===== src/rtl/pool_ot_serializer_pkg.sv =====
// Shared CNN-core defines plus the types used by the pooled-frame serializer.
// The defines are guarded so any other core file carrying the same header can coexist.
`ifndef DEFINES_CNN_CORE
`define DEFINES_CNN_CORE
`define CI     3
`define P_SIZE 4
`define OF_BW  32
`define POOL_K 2
`endif

package pool_ot_serializer_pkg;

   typedef enum logic {
      ST_IDLE = 1'b0,
      ST_SEND = 1'b1
   } state_t;

   // Width of a counter that counts 0..n-1; never narrower than one bit.
   function automatic int cnt_width(input int n);
      return (n > 1) ? $clog2(n) : 1;
   endfunction

endpackage


===== src/rtl/pool_idx_counter.sv =====
// Walks the flat pixel index of a pooled frame as nested channel/pixel counters,
// so the channel number and the last-of-channel/last-of-frame flags need no divider.
module pool_idx_counter
   import pool_ot_serializer_pkg::*;
#(
   parameter int CI     = `CI,
   parameter int P_SIZE = `P_SIZE,
   localparam int PP    = P_SIZE * P_SIZE,
   localparam int N_PIX = CI * PP,
   localparam int IDX_W = cnt_width(N_PIX),
   localparam int PIX_W = cnt_width(PP),
   localparam int CH_W  = cnt_width(CI)
) (
   input  logic             clk,
   input  logic             reset,
   input  logic             i_clr,
   input  logic             i_adv,
   output logic [IDX_W-1:0] o_idx,
   output logic [CH_W-1:0]  o_ch,
   output logic             o_last_ch,
   output logic             o_last
);

   localparam logic [PIX_W-1:0] PIX_MAX = PIX_W'(PP - 1);
   localparam logic [CH_W-1:0]  CH_MAX  = CH_W'(CI - 1);

   logic [IDX_W-1:0] r_idx;
   logic [PIX_W-1:0] r_pix;
   logic [CH_W-1:0]  r_ch;
   logic             w_last_ch;
   logic             w_last;

   assign w_last_ch = (r_pix == PIX_MAX);
   assign w_last    = w_last_ch && (r_ch == CH_MAX);

   always_ff @(posedge clk or posedge reset) begin
      if (reset) begin
         r_idx <= '0;
         r_pix <= '0;
         r_ch  <= '0;
      end else if (i_clr) begin
         r_idx <= '0;
         r_pix <= '0;
         r_ch  <= '0;
      end else if (i_adv) begin
         if (w_last) begin
            r_idx <= '0;
            r_pix <= '0;
            r_ch  <= '0;
         end else if (w_last_ch) begin
            r_idx <= r_idx + IDX_W'(1);
            r_pix <= '0;
            r_ch  <= r_ch + CH_W'(1);
         end else begin
            r_idx <= r_idx + IDX_W'(1);
            r_pix <= r_pix + PIX_W'(1);
         end
      end
   end

   assign o_idx     = r_idx;
   assign o_ch      = r_ch;
   assign o_last_ch = w_last_ch;
   assign o_last    = w_last;

endmodule


===== src/rtl/pool_ot_serializer.sv =====
// Captures one pooled frame and streams it out pixel by pixel, channel-major.
// Handshake: a beat moves on a rising edge where o_ot_valid and i_ot_ready are both 1.
module pool_ot_serializer
   import pool_ot_serializer_pkg::*;
#(
   parameter int CI     = `CI,
   parameter int P_SIZE = `P_SIZE,
   parameter int OF_BW  = `OF_BW,
   localparam int N_PIX = CI * P_SIZE * P_SIZE,
   localparam int IDX_W = cnt_width(N_PIX),
   localparam int CH_W  = cnt_width(CI)
) (
   input  logic                   clk,
   input  logic                   reset,
   input  logic                   i_in_valid,
   input  logic [N_PIX*OF_BW-1:0] i_in_fmap,
   output logic                   o_in_ready,
   output logic                   o_ot_valid,
   input  logic                   i_ot_ready,
   output logic [OF_BW-1:0]       o_ot_data,
   output logic [CH_W-1:0]        o_ot_ch,
   output logic                   o_ot_last_ch,
   output logic                   o_ot_last,
   output logic                   o_overrun,
   output state_t                 o_dbg_state
);

   state_t                 r_state;
   state_t                 w_state_next;
   logic [N_PIX*OF_BW-1:0] r_frame;
   logic                   r_overrun;
   logic                   w_clr;
   logic                   w_adv;
   logic [IDX_W-1:0]       w_idx;
   logic                   w_last_ch;
   logic                   w_last;

   pool_idx_counter #(
      .CI     (CI),
      .P_SIZE (P_SIZE)
   ) u_idx (
      .clk       (clk),
      .reset     (reset),
      .i_clr     (w_clr),
      .i_adv     (w_adv),
      .o_idx     (w_idx),
      .o_ch      (o_ot_ch),
      .o_last_ch (w_last_ch),
      .o_last    (w_last)
   );

   always_comb begin
      w_state_next = r_state;
      w_clr        = 1'b0;
      w_adv        = 1'b0;
      case (r_state)
         ST_IDLE: begin
            if (i_in_valid) begin
               w_clr        = 1'b1;
               w_state_next = ST_SEND;
            end
         end
         ST_SEND: begin
            w_adv = i_ot_ready;
            if (i_ot_ready && w_last) w_state_next = ST_IDLE;
         end
         default: w_state_next = ST_IDLE;
      endcase
   end

   always_ff @(posedge clk or posedge reset) begin
      if (reset) begin
         r_state   <= ST_IDLE;
         r_frame   <= '0;
         r_overrun <= 1'b0;
      end else begin
         r_state <= w_state_next;
         if (w_clr) r_frame <= i_in_fmap;
         // A pulse while busy is dropped, including on the final beat's cycle.
         if (i_in_valid && (r_state == ST_SEND)) r_overrun <= 1'b1;
      end
   end

   assign o_in_ready   = (r_state == ST_IDLE) && !reset;
   assign o_ot_valid   = (r_state == ST_SEND);
   assign o_ot_data    = r_frame[int'(w_idx)*OF_BW +: OF_BW];
   assign o_ot_last_ch = o_ot_valid && w_last_ch;
   assign o_ot_last    = o_ot_valid && w_last;
   assign o_overrun    = r_overrun;
   assign o_dbg_state  = r_state;

endmodule


===== config.mk =====
export PLATFORM = sky130hd
export DESIGN_NAME = pool_ot_serializer
export DESIGN_NICKNAME = d
export VERILOG_FILES = /design/src/rtl/pool_ot_serializer_pkg.sv /design/src/rtl/pool_idx_counter.sv /design/src/rtl/pool_ot_serializer.sv
export SDC_FILE = /design/constraint.sdc
export NUM_CORES = 2
export LEC_CHECK = 0
export ABC_CLOCK_PERIOD_IN_PS = 75000
export CAP_MARGIN = 5
export CORE_AREA = 2 2 611 613
export DETAILED_ROUTE_END_ITERATION = 8
export DIE_AREA = 0 0 613 615
export GPL_ROUTABILITY_DRIVEN = 0
export HOLD_SLACK_MARGIN = 0.08
export PLACE_DENSITY = 0.34
export SETUP_SLACK_MARGIN = 0.2
export SYNTH_ARGS = -nofsm -noshare
export SYNTH_HDL_FRONTEND = slang
export SYNTH_SLANG_ARGS = --single-unit

===== constraint.sdc =====
create_clock -name clk -period 75 [get_ports clk]
set_input_delay 7.5 -clock clk [delete_from_list [all_inputs] [get_ports clk]]
set_output_delay 7.5 -clock clk [all_outputs]
set_load 0.03 [all_outputs]

==> results.py <==
metrics = {
    "routing": {
        "drtIter0Drc": 4653,
        "drcViolationCount": 0,
        "ant_nets": 0,
        "viasPerCell": 4.28,
        "firstDrtPassIters": 6,
        "routedWlPerCell_um": 28.9,
        "vias": 59995,
        "drt-total-wl_um": 405000,
    },
    "pwr": {
        "vdd_drop_max_uv": 17.1,
        "p_seq_frac": 0.370,
        "p_switching_mw": 0.929,
        "p_comb_frac": 0.263,
        "power_density_nw_per_um2": 28.0,
        "swShare": 0.340,
        "p_int_mw": 1.80,
        "clkPwrFrac": 0.367,
        "power_mw": 2.73,
        "power.leakage_nw": 45.7,
    },
    "worst_setup_path": {
        "crit_start": "reset",
        "cp.arrival_ps": 8890,
        "path_max_fanout": 2,
        "rr_worst_depth": 10,
        "critical_path_class": "in2out",
        "crit_path_end_kind": "primary output",
        "crit_required_ps": 67500,
        "reg2reg_from": "o_dbg_state",
        "startpoint_type": "primary input",
    },
    "grt": {
        "use_met1": 0.248,
        "met3_usage": 0.0541,
        "grt_max_degree": 176,
        "grt_pass1_wl_um": 543000,
        "overflow": 0,
        "antenna_found_initial": 391,
        "grt_pass1_vias": 62322,
        "busiest_layer": "met2",
        "grtUsageMet2": 0.364,
        "gr-usage-all-layers": 0.210,
    },
    "synthesis": {
        "ys_async_sr_fraction": 1.00,
        "synth-seq-cells": 1550,
        "yosysTopAreaCell": "dfrtp_1",
        "synth_fp_nets": 8900,
        "synth.most_common_cell": "nand2_1",
        "synth_top_area_share": 0.560,
        "synth_flop_cell": "dfrtp_1",
        "post_synth.cell_area_avg_sq_um": 9.42,
        "ys_seq_area_frac": 0.560,
        "synth_area_sq_um": 69300,
        "synth_common_cells": "nand2_1 (4617), dfrtp_1 (1550), mux4_2 (409), clkbuf_1 (375), a22oi_1 (142)",
        "ys_warn_count": 0,
        "synthTopCellsByArea": "dfrtp_1 (56%), nand2_1 (25%), mux4_2 (13%)",
        "synth-edff-count": 0,
        "netlist_instances": 7358,
        "synth.distinct_cells": 35,
    },
    "sta": {
        "setup_viol_count_final": 0,
        "max_freq_ghz": 0.0610,
        "fin_ws_ps": 58610,
        "drv_slew": 0,
        "layout_min_cycle_time_ps": 16390,
        "fin_setup_tns_ps": 0,
        "max_slew_margin": 0.127,
        "clock-skew-final_ps": 83.7,
        "rsz0062_at_grt": "no",
        "tightest_slew_ps": 1310,
        "final-hold-violation-count": 0,
        "final.period_utilization": 0.219,
    },
    "die": {
        "dieHeight_um": 615,
        "dieArea_sq_um": 377000,
        "row_count": 224,
        "io_pins": 1580,
        "start_util": 0.187,
        "core_area_sq_um": 371000,
        "die_w_um": 613,
    },
    "placement": {
        "dpl.cell_count": 13534,
        "port_buffers": 1579,
        "dp_hpwl_um": 316000,
        "post-place-ws_ps": 58600,
        "place_area_sq_um": 90400,
    },
    "clock_network": {
        "cts_setup_buffers": 0,
        "cts_htree_levels": 4,
        "cts.hold.buffers_added": 0,
        "clockBufferDepth": 4,
        "clk_pin_slew_ps": 50,
        "cts-root-buf": "clkbuf_16",
        "cts_resized": 0,
        "clock_latency_ps": 880,
        "cts_tree": "yes",
        "clkSinkCount": 1550,
        "cts_inserted_buffers": 204,
    },
    "layout": {
        "synthToLayoutAreaGrowth_pct": 40.5,
        "postLayoutCellArea_sq_um": 97400,
        "multi_input_area_sq_um": 28700,
        "layout.nets": 10310,
        "final_cells": 14015,
        "drive_above_1_share": 0.0967,
        "num-fill-cells": 39928,
        "seqCellArea_sq_um": 38800,
    },
    "hold_path": {
        "hold_start": "o_overrun",
        "hold_class": "reg2reg",
        "hold_path_depth": 1,
    },
    "flow_run": {
        "maxCapViolCount": 0,
    },
    "run_status": {
        "status": "finished clean",
    },
}
-- power groups by stage --
stage,sequential (mW),clock (mW),combinational [mW]
after floorplan,0.992,0,0.341
after global placement,1.02,0,0.736
after detailed placement,1.02,0,0.737
after CTS,1.01,1.03,0.741
after global routing,1.02,1.06,0.763
final,1.01,1.00,0.718
-- layout by cell type (no fill, tap or decap), drive strengths merged, types with 25 or more instances in the layout --
cell and n:
mux4 409, buf 104, clkinv 52, clkdlybuf4s50 1579
dfrtp 1550, nand2 4617, diode 111, clkbuf 299
a21oi 81, a211o 25, a22oi 142
-- worst paths after layout --
path,to,slack [ps]
worst max-delay path,o_in_ready,58610
worst min-delay path,o_overrun,460
worst max register to register,r_frame[16],69000
worst min register to register,o_overrun,460
max in group asynchronous,r_frame[619],64730
min in group asynchronous,r_frame[929],7140
-- kinds of logic after synthesis --
group | Yosys count | share of synthesized area
buf+inv | 481 | 0.0281
simple gates | 4656 | 0.253
fa+ha+maj | 2 | 0.000361
mux | 411 | 0.133
compound gates | 256 | 0.0252
xor+xnor | 2 | 0.000253
flops | 1550 | 0.560
-- worst max-delay path, stage by stage --
cell and delay, ps:
clkdlybuf4s50_1 520, nor2_1 170, clkdlybuf4s50_1 700
-- routing by layer --
| layer | part of all wire | wire (um) | vias up |
|---|---|---|---|
| li1 | - | - | 26587 |
| met1 | 0.39 | 159000 | 30250 |
| met2 | 0.50 | 203000 | 2124 |
| met3 | 0.068 | 27400 | 860 |
| met4 | 0.036 | 14500 | 174 |
| met5 | 0.0028 | 1120 | - |
-- per-stage QoR --
step / utilization / hold WS [ps]
5_1_grt: 0.262 / 485
2_1_floorplan: - / 440
6_report: 0.263 / 462
3_5_place_dp: 0.244 / 452
3_3_place_gp: 0.244 / 446
4_1_cts: 0.262 / 465
-- cell type report --
class | instances | area share
Sequential cell | 1550 | 0.398
Clock buffer | 299 | 0.0618
Antenna cell | 111 | 0.00285
Inverter | 2 | 0.000154
Timing Repair Buffer | 1683 | 0.172
Clock inverter | 71 | 0.00710
Multi-Input combinational cell | 5327 | 0.294
Tap cell | 4972 | 0.0639
-- sequential cells by signal, indices dropped and copies added (netlist names) --
name and count:
r_frame 1536, u_idx.o_idx 6, u_idx.r_pix 4, u_idx.o_ch 2, o_dbg_state 1, o_overrun 1
Note: power is estimated with default switching activity, not from simulation.
